## src/rtl/cap_pkg.sv

```systemverilog
// Shared definitions for the trace capture path: depth, address width and FSM states.
// The RAM dump side imports the same AW so both ends agree on address width.
package cap_pkg;

    localparam int ENTRIES = 512;
    localparam int AW      = $clog2(ENTRIES);
    localparam int CW      = AW + 1;

    typedef enum logic [2:0] {
        IDLE,
        FILL,
        ARMED,
        POST,
        DONE
    } cap_state_t;

    function automatic logic owns_ram(input cap_state_t s);
        return (s == FILL) || (s == ARMED) || (s == POST);
    endfunction

endpackage

```

## src/rtl/capture_ctrl_if.sv

```systemverilog
// Command/trigger inputs and RAM write-side outputs of the capture controller.
// The master drives requests, the slave is the controller itself.
interface capture_ctrl_if;
    import cap_pkg::*;

    logic          cap_start;
    logic          trig_in;
    logic [AW-1:0] trig_pos;
    logic [3:0]    decimator;
    logic          dump_busy;
    logic          we;
    logic          cap_en;
    logic [AW-1:0] cap_addr;
    logic [AW-1:0] trace_end;
    logic          armed;
    logic          capture_done;

    modport master (
        output cap_start, trig_in, trig_pos, decimator, dump_busy,
        input  we, cap_en, cap_addr, trace_end, armed, capture_done
    );

    modport slave (
        input  cap_start, trig_in, trig_pos, decimator, dump_busy,
        output we, cap_en, cap_addr, trace_end, armed, capture_done
    );

endinterface

```

## src/rtl/cap_decimator.sv

```systemverilog
// Divide-by-2^decimator sample strobe. tick is a look-ahead: it is high when the
// counter value about to be loaded matches the limit, so the owner can register it.
module cap_decimator (
    input  logic       clk,
    input  logic       rst_n,
    input  logic       clr,
    input  logic [3:0] decimator,
    output logic       tick
);

    logic [15:0] cnt_q;
    logic [15:0] cnt_d;
    logic [15:0] limit;

    assign limit = (16'd1 << decimator) - 16'd1;

    always_comb begin
        cnt_d = cnt_q + 16'd1;
        if (clr || (cnt_q >= limit)) begin
            cnt_d = '0;
        end
    end

    assign tick = (cnt_d == limit);

    always_ff @(posedge clk or negedge rst_n) begin
        if (!rst_n) begin
            cnt_q <= '0;
        end else begin
            cnt_q <= cnt_d;
        end
    end

endmodule

```

## src/rtl/capture_ctrl.sv

```systemverilog
// Trace RAM write controller: decimated write strobes, wrapping pointer, pre-trigger
// fill gating and post-trigger countdown ending in a latched trace_end.
module capture_ctrl
    import cap_pkg::*;
(
    input  logic           clk,
    input  logic           rst_n,
    capture_ctrl_if.slave  bus
);

    cap_state_t    state_q, state_d;
    logic [AW-1:0] ptr_q, ptr_d;
    logic [AW-1:0] trace_end_q, trace_end_d;
    logic [AW-1:0] tp_q, tp_d;
    logic [AW-1:0] post_cnt_q, post_cnt_d;
    logic [CW-1:0] fill_cnt_q, fill_cnt_d;
    logic [3:0]    dec_q, dec_d;
    logic          we_q, we_d;
    logic          cap_en_q, cap_en_d;
    logic          armed_q, armed_d;
    logic          done_q, done_d;

    logic          start;
    logic          tick;
    logic [3:0]    dec_eff;
    logic [CW-1:0] pre_target;
    logic          fill_hit;
    logic          post_hit;
    logic [AW-1:0] last_addr;

    assign start      = bus.cap_start && !bus.dump_busy && ((state_q == IDLE) || (state_q == DONE));
    assign dec_eff    = start ? bus.decimator : dec_q;
    assign pre_target = CW'(ENTRIES) - {1'b0, tp_q};
    assign fill_hit   = cap_en_q && ((fill_cnt_q + CW'(1)) == pre_target);
    assign post_hit   = cap_en_q && ((post_cnt_q + AW'(1)) == tp_q);
    // A write coinciding with the trigger is the newest pre-trigger sample.
    assign last_addr  = cap_en_q ? ptr_q : (ptr_q - AW'(1));

    cap_decimator u_decimator (
        .clk       (clk),
        .rst_n     (rst_n),
        .clr       (start),
        .decimator (dec_eff),
        .tick      (tick)
    );

    always_ff @(posedge clk or negedge rst_n) begin
        if (!rst_n) begin
            state_q     <= IDLE;
            ptr_q       <= '0;
            trace_end_q <= '0;
            tp_q        <= '0;
            post_cnt_q  <= '0;
            fill_cnt_q  <= '0;
            dec_q       <= '0;
            we_q        <= 1'b0;
            cap_en_q    <= 1'b0;
            armed_q     <= 1'b0;
            done_q      <= 1'b0;
        end else begin
            state_q     <= state_d;
            ptr_q       <= ptr_d;
            trace_end_q <= trace_end_d;
            tp_q        <= tp_d;
            post_cnt_q  <= post_cnt_d;
            fill_cnt_q  <= fill_cnt_d;
            dec_q       <= dec_d;
            we_q        <= we_d;
            cap_en_q    <= cap_en_d;
            armed_q     <= armed_d;
            done_q      <= done_d;
        end
    end

    always_comb begin
        state_d = state_q;
        case (state_q)
            IDLE, DONE: if (start) state_d = FILL;
            FILL:       if (fill_hit) state_d = ARMED;
            ARMED:      if (bus.trig_in) state_d = (tp_q == '0) ? DONE : POST;
            POST:       if (post_hit) state_d = DONE;
            default:    state_d = IDLE;
        endcase
    end

    always_comb begin
        ptr_d       = ptr_q;
        trace_end_d = trace_end_q;
        tp_d        = tp_q;
        dec_d       = dec_q;
        post_cnt_d  = post_cnt_q;
        fill_cnt_d  = fill_cnt_q;

        if (start) begin
            tp_d       = bus.trig_pos;
            dec_d      = bus.decimator;
            ptr_d      = '0;
            fill_cnt_d = '0;
        end else if (cap_en_q) begin
            ptr_d = ptr_q + AW'(1);
        end

        if ((state_q == FILL) && cap_en_q) begin
            fill_cnt_d = fill_cnt_q + CW'(1);
        end

        if ((state_q == ARMED) && bus.trig_in) begin
            post_cnt_d = '0;
            if (tp_q == '0) begin
                trace_end_d = last_addr;
            end
        end else if ((state_q == POST) && cap_en_q) begin
            post_cnt_d = post_cnt_q + AW'(1);
            if (post_hit) begin
                trace_end_d = ptr_q;
            end
        end

        we_d     = owns_ram(state_d);
        cap_en_d = tick && owns_ram(state_d);
        armed_d  = (state_d == ARMED);
        done_d   = (state_d == DONE);
    end

    assign bus.we           = we_q;
    assign bus.cap_en       = cap_en_q;
    assign bus.cap_addr     = ptr_q;
    assign bus.trace_end    = trace_end_q;
    assign bus.armed        = armed_q;
    assign bus.capture_done = done_q;

endmodule

```

## src/flat_wrapper.sv

```systemverilog
// flat-port wrapper written by rule: the top's interface ports become plain ports
module capture_ctrl_flat import cap_pkg::*;
  (clk, rst_n, bus_cap_start, bus_trig_in, bus_trig_pos, bus_decimator, bus_dump_busy, bus_we, bus_cap_en, bus_cap_addr, bus_trace_end, bus_armed, bus_capture_done);
  capture_ctrl_if bus_i ();
  input  logic clk;
  input  logic rst_n;
  input wire logic [$bits(bus_i.cap_start)-1:0] bus_cap_start;
  input wire logic [$bits(bus_i.trig_in)-1:0] bus_trig_in;
  input wire logic [$bits(bus_i.trig_pos)-1:0] bus_trig_pos;
  input wire logic [$bits(bus_i.decimator)-1:0] bus_decimator;
  input wire logic [$bits(bus_i.dump_busy)-1:0] bus_dump_busy;
  output wire logic [$bits(bus_i.we)-1:0] bus_we;
  output wire logic [$bits(bus_i.cap_en)-1:0] bus_cap_en;
  output wire logic [$bits(bus_i.cap_addr)-1:0] bus_cap_addr;
  output wire logic [$bits(bus_i.trace_end)-1:0] bus_trace_end;
  output wire logic [$bits(bus_i.armed)-1:0] bus_armed;
  output wire logic [$bits(bus_i.capture_done)-1:0] bus_capture_done;
  assign bus_i.cap_start = bus_cap_start;
  assign bus_i.trig_in = bus_trig_in;
  assign bus_i.trig_pos = bus_trig_pos;
  assign bus_i.decimator = bus_decimator;
  assign bus_i.dump_busy = bus_dump_busy;
  assign bus_we = bus_i.we;
  assign bus_cap_en = bus_i.cap_en;
  assign bus_cap_addr = bus_i.cap_addr;
  assign bus_trace_end = bus_i.trace_end;
  assign bus_armed = bus_i.armed;
  assign bus_capture_done = bus_i.capture_done;
  capture_ctrl u_core (.clk(clk), .rst_n(rst_n), .bus(bus_i));
endmodule
```

## config.mk

```make
export PLATFORM = sky130hd
export DESIGN_NAME = capture_ctrl_flat
export DESIGN_NICKNAME = d
export VERILOG_FILES = /design/src/rtl/cap_pkg.sv /design/src/rtl/capture_ctrl_if.sv /design/src/rtl/cap_decimator.sv /design/src/rtl/capture_ctrl.sv /design/src/flat_wrapper.sv
export SDC_FILE = /design/constraint.sdc
export NUM_CORES = 1
export LEC_CHECK = 0
export BUFFER_PORTS_ARGS = -buffer_cell sky130_fd_sc_hd__buf_4
export CAP_MARGIN = 20
export CORE_MARGIN = 2
export CORE_UTILIZATION = 48
export DETAILED_ROUTE_END_ITERATION = 7
export GPL_TIMING_DRIVEN = 0
export PLACE_DENSITY = 0.65
export SLEW_MARGIN = 0
export SYNTH_ARGS = -nofsm -noshare
export SYNTH_HDL_FRONTEND = slang
export SYNTH_HIERARCHICAL = 1
export SYNTH_SLANG_ARGS = --single-unit
```

## constraint.sdc

```tcl
create_clock -name clk -period 6.8 [get_ports clk]
set_input_delay 0.68 -clock clk [delete_from_list [all_inputs] [get_ports clk]]
set_output_delay 0.68 -clock clk [all_outputs]
set_load 0.05 [all_outputs]
```

==> results of run 1 <==
-- cell usage in the layout (no fill, tap or decap), types with 5 or more instances in the layout --
cell type,instances
a21oi_1,19
and2_1,5
and3_1,7
buf_2,6
buf_4,42
clkbuf_1,15
clkbuf_8,12
dfrtp_1,73
ha_1,24
inv_1,19
mux2_4,8
nand2_1,80
nand3_1,23
nand4_1,13
nor2_1,47
nor3_1,16
nor4_1,8
o21a_1,5
o21ai_0,40
o31ai_1,8
or3_1,8
xnor2_1,35
xor2_1,26
-- per-stage QoR --
| step | cell area (µm²) | hold WS (ns) | power (µW) | instances | utilization (%) |
|---|---|---|---|---|---|
| 2_1_floorplan | 5080 | 0.384 | 1830 | 576 | - |
| 3_3_place_gp | 5540 | 0.458 | 2130 | 751 | 53.9 |
| 3_5_place_dp | 5540 | 0.462 | 2170 | 751 | 53.9 |
| 4_1_cts | 5750 | 0.481 | 2540 | 767 | 55.9 |
| 5_1_grt | 5750 | 0.502 | 2760 | 766 | 55.9 |
| 6_report | 5750 | 0.466 | 2540 | 766 | 55.9 |
-- path summary, 6_finish.rpt --
check                                  startpoint                          end  slack (ns)
worst max register to register  u_core/state_q[0]            u_core/bus.cap_en        0.57
worst max-delay path            u_core/state_q[0]            u_core/bus.cap_en        0.57
min in group clk                  u_core/dec_q[2]              u_core/dec_q[2]        0.48
worst min-delay path                        rst_n         u_core/fill_cnt_q[6]        0.47
worst min register to register    u_core/dec_q[2]              u_core/dec_q[2]        0.48
max in group asynchronous                   rst_n  u_core/u_decimator/cnt_q[3]        5.76
-- where the power goes --
group	total (µW)	internal [µW]	switching, µW
sequential	742	578	164
clock	359	190	169
combinational	1440	591	851
total	2540	1360	1180
-- metal layers --
metal | up-vias | global-route usage, %
met5 | - | 0
met4 | 0 | 8.26
met3 | 14 | 4.01
met2 | 110 | 33.5
met1 | 2107 | 32.0
li1 | 2142 | -
-- final cells by class --
cell class / instances / area [µm²] / share of cell area [%]
plain buffers: 28 / 149 / 2.59
clock buffers: 12 / 155 / 2.70
clock inverters: 4 / 51.3 / 0.892
inverters: 19 / 71.3 / 1.24
multi-input cells: 455 / 3030 / 52.8
flip-flops and latches: 73 / 1830 / 31.8
well taps: 136 / 170 / 2.96
repair buffers: 39 / 293 / 5.09
-- worst register-to-register path: stages, from the launching register on --
cell and delay [ns]:
dfrtp_1 0.47, or4b_2 0.65, clkbuf_1 0.22, clkbuf_1 0.30, nand2_1 0.14, nand2_1 0.07, buf_2 0.17, clkbuf_1 0.22
nor4_1 0.39, inv_1 0.15, ha_1 0.22, buf_6 0.13, or2_2 0.29, o2bb2a_1 0.29, o22ai_1 0.25, inv_1 0.13
ha_1 0.29, nand2_1 0.06, nor3_1 0.34, o311ai_2 0.21, nand3_2 0.21, clkbuf_8 0.21, a32oi_1 0.06, o41a_1 0.15
nor4_2 0.32, inv_1 0.08, a31oi_1 0.14
-- kinds of logic (layout without fill, tap and decap cells) --
kind of cell,after synthesis,in the layout,share of synthesized area [%]
other,1,1,0.0739
XOR/XNOR,63,63,11.4
adder cells (fa/ha/maj),24,24,5.91
AND/OR/NAND/NOR,246,246,25.0
flip-flops,73,73,36.0
multiplexers,13,13,3.40
buffers and inverters,48,102,4.41
AO/OA/AOI/OAI,108,108,13.8
-- registers in the layout, summed over array words and instances (netlist names) --
signal	flops
u_core/post_cnt_q	9
u_core/fill_cnt_q	10
u_core/bus.we	1
u_core/bus.capture_done	1
u_core/bus.cap_addr	9
u_core/bus.armed	1
u_core/state_q	3
u_core/tp_q	9
u_core/dec_q	4
u_core/bus.cap_en	1
u_core/u_decimator/cnt_q	16
u_core/bus.trace_end	9
-- what timing repair did --
action                     4_1_cts  5_1_grt
gates resized for setup          0        1
buffers inserted                 0        0
setup endpoints to repair        0        1
==> results.json, run 1 <==
{
  "vias": 4373,
  "pre_cts_ws_ns": 0.182,
  "die_w_um": 107,
  "critPathRequiredTime_ns": 7.08,
  "drt-vias-per-instance": 5.71,
  "antenna_found_initial": 0,
  "grt_max_degree": 74,
  "die_y_um": 107,
  "end_kind": "flop",
  "numClockSinks": 73,
  "syn-cell-area_um2": 5080,
  "wl_per_cell_um": 15.6,
  "dieArea_um2": 11400,
  "status": "finished clean",
  "crit_fanout": 10,
  "setup_slack_ns": 0.566,
  "hold_class": "in -> async",
  "ys_top_cells_by_count": "nand2_1, dfrtp_1, nor2_1, o21ai_0, xnor2_1",
  "synth.distinct_cells": 68,
  "n_fill_cell": 950,
  "coreArea_um2": 10300,
  "path_clk_slew_ns": 0.08,
  "wl_met1_um": 5830,
  "dp_hpwl_um": 8780,
  "drv_cap": 0,
  "async_flop_share_pct": 100,
  "worstMarginPinSlew_ns": 0.914,
  "synth_flop_cell": "dfrtp_1",
  "wl_met2_um": 5340,
  "yosysWarningCount": 6,
  "h-tree-depth": 3,
  "max_stage_delay_ns": 0.65,
  "synthTopCellsByArea": "dfrtp_1, xnor2_1, ha_1",
  "syn_nets": 618,
  "cts.path.max_buffers": 2,
  "grt.total_usage_pct": 22.3,
  "fin_tns_setup_ns": 0,
  "synth_top_area_share_pct": 36.0,
  "routed-wl-met3_um": 605,
  "synth_top_area_cell": "dfrtp_1",
  "avgSynthCellArea_um2": 8.81,
  "grt_pass1_wl_um": 20100,
  "fin_crit_sh_pct": 91.7,
  "ir_worst_vdd_uv": 242,
  "start_util_pct": 49.4,
  "min_period_ns": 6.23,
  "area_growth_pct": 13.2,
  "wirelength_um": 11900,
  "globalplace.congestion": 0.922,
  "max_clock_freq_mhz": 160,
  "cts_tree": "done",
  "path_delay_family": "simple AND/OR/NAND/NOR gates",
  "synth.ff_latch_count": 73,
  "io_buffers": 39,
  "layout-drive-gt1-share_pct": 15.4,
  "setup_viol": 0,
  "powerDensity_nw_per_um2": 442,
  "path_buf_inv": 9,
  "grt_overflow": 0,
  "cts_root_buf": "clkbuf_8",
  "rsz0062_at_grt": "no",
  "cts_made_buffers": 9,
  "cp.depth": 26,
  "slowest_stage": "or4b_2",
  "synth_cells": 576,
  "insertion_delay_ns": 0.36,
  "fin_worst_skew_ns": 0.00655,
  "hold_viol_final": 0,
  "fin_nets": 667,
  "drc": 0,
  "maxSlewViolCount": 0,
  "io_pins": 40,
  "worst_r2r_path_depth": 26,
  "drtPass1Iterations": 5,
  "power.leakage_uw": 0.00259,
  "slew_headroom_pct": 39.0,
  "routed.top_layer": "met4",
  "n_antenna_cell": 0,
  "synth_seq_area_share_pct": 36.0,
  "cts_hold_buf": 0,
  "rows": 37,
  "path_class": "reg -> reg",
  "synth_edf_count": 0,
  "grt_pass1_vias": 4120,
  "synth.most_common_cell": "nand2_1",
  "critPathLaunchType": "flop",
  "ant_nets": 0,
  "drt_iter0_markers": 275,
  "cp_data_arrival_time_ns": 6.51
}
Note: power is estimated with default switching activity, not from simulation.
==> inputs of run 2 (changes only) <==
- PLACE_DENSITY: 0.65 -> 0.66
==> results.json, run 2 (synthesis results as in run 1) <==
{
  "crit_fanout": 10,
  "whs_ns": 0.438,
  "path_clk_slew_ns": 0.08,
  "layout_commonest_cell": "nand2_1",
  "globalplace.congestion": 0.931,
  "ant_nets": 0,
  "fin_crit_sh_pct": 90.9,
  "drt_iter0_markers": 313,
  "die_w_um": 107,
  "worstMarginPinSlew_ns": 0.920,
  "insertion_delay_ns": 0.36,
  "cts_tree": "done",
  "critPathRequiredTime_ns": 7.08,
  "rr_endpoint": "u_core/bus.cap_en",
  "end_kind": "flop",
  "grt_max_degree": 74,
  "powerDensity_nw_per_um2": 453,
  "antenna_found_initial": 0,
  "dp_hpwl_um": 8760,
  "reg_top3": "u_core/u_decimator/cnt_q (16), u_core/fill_cnt_q (10)",
  "rsz0062_at_grt": "no",
  "h-tree-depth": 3,
  "finish.utilization_pct": 56.4,
  "fin_nets": 667,
  "rows": 37,
  "area_growth_pct": 14.2,
  "io_buffers": 39,
  "coreArea_um2": 10300,
  "largest_reg_flops": 16,
  "drc": 0,
  "power.leakage_uw": 0.00261,
  "hold_viol_final": 0,
  "start_util_pct": 49.4,
  "setup_viol": 0,
  "mostFrequentLayoutCells": "nand2_1, dfrtp_1, nor2_1",
  "cts_root_buf": "clkbuf_8",
  "path_class": "reg -> reg",
  "drtPass1Iterations": 5,
  "dieArea_um2": 11400,
  "wl_per_cell_um": 15.6,
  "postCtsSetupBuffers": 0,
  "grt_overflow": 0,
  "grt_pass1_wl_um": 20100,
  "slew_headroom_pct": 38.7,
  "fin_tns_setup_ns": 0,
  "wirelength_um": 12000,
  "reg2reg_slack_ns": 0.62,
  "critPathLaunchType": "flop",
  "worst_r2r_path_depth": 26,
  "max_clock_freq_mhz": 162,
  "io_pins": 40,
  "ir_worst_vdd_uv": 255,
  "grt_pass1_vias": 4058,
  "status": "finished clean",
  "maxSlewViolCount": 0,
  "dpl_cell_area_um2": 5540,
  "hold_class": "in -> async",
  "r2r_start": "u_core/state_q[0]",
  "cp_data_arrival_time_ns": 6.46,
  "grt.total_usage_pct": 22.1,
  "numClockSinks": 73,
  "die_y_um": 107,
  "n_antenna_cell": 0,
  "drt-vias-per-instance": 5.68,
  "min_period_ns": 6.18,
  "drv_cap": 0,
  "design_area_um2": 5800,
  "cts.path.max_buffers": 2,
  "vias": 4354,
  "layout-drive-gt1-share_pct": 15.9,
  "cts_made_buffers": 9,
  "fin_worst_skew_ns": 0.00988,
  "largest_register": "u_core/u_decimator/cnt_q"
}
[run 2: layer usage]
| metal | vias up | wire, µm | GRT usage, % |
|---|---|---|---|
| li1 | 2138 | - | - |
| met5 | - | 0 | 0 |
| met2 | 135 | 5260 | 33.1 |
| met4 | 0 | 162 | 6.86 |
| met3 | 14 | 684 | 4.26 |
| met1 | 2067 | 5860 | 32.2 |
[run 2: area by class of cell]
type	count	area, µm²
buffer	28	149
clock buffer	9	124
clock inverter	7	119
fill	955	4480
inverter	19	71.3
multi-input combinational	455	3040
sequential	73	1830
tap	136	170
timing repair buffer	39	293
[run 2: report_power, final]
| group | leakage [µW] | switching (µW) | internal (µW) |
|---|---|---|---|
| registers | 0.000955 | 166 | 578 |
| clock network | 0.000115 | 177 | 243 |
| logic | 0.00154 | 870 | 594 |
[run 2: repair_timing]
item	4_1_cts	5_1_grt
resized for setup	0	3
endpoints found under the setup margin	0	1
hold buffers	0	0
[run 2: metrics by stage]
step	setup WS, ns	power (µW)	std cells
finish	0.620	2630	766
global route	0.0783	2830	766
CTS	0.427	2610	767
detailed placement	0.151	2180	751
global placement	0.264	2130	751
floorplan	1.32	1830	576
[run 2: worst max path at each step]
stage                           start  slack [ns]           endpoint  depth (start not counted)
global route        u_core/state_q[0]        0.08  u_core/bus.cap_en                         26
global placement        bus_dump_busy        0.26  u_core/bus.cap_en                         28
detailed placement      bus_dump_busy        0.15  u_core/bus.cap_en                         28
floorplan               bus_dump_busy        1.32  u_core/bus.cap_en                         26
CTS                 u_core/state_q[0]        0.43  u_core/bus.cap_en                         27
finish              u_core/state_q[0]        0.62  u_core/bus.cap_en                         26
[run 2: worst max-delay path: stages (launching register included)]
cell       delay (ns)
dfrtp_1          0.46
or4b_2           0.65
clkbuf_1         0.22
clkbuf_1         0.29
nand2_1          0.14
nand2_1          0.07
buf_2            0.17
clkbuf_1         0.23
nor4_2           0.37
inv_1            0.14
ha_1             0.21
buf_6            0.13
or2_2            0.29
o2bb2a_1         0.28
o22ai_1          0.24
inv_1            0.12
ha_1             0.28
nand2_1          0.10
nor3_2           0.07
a21oi_1          0.25
nand3_2          0.24
clkbuf_8         0.24
o31ai_1          0.25
o2111ai_1        0.17
nor4_2           0.24
inv_1            0.08
a31oi_1          0.14
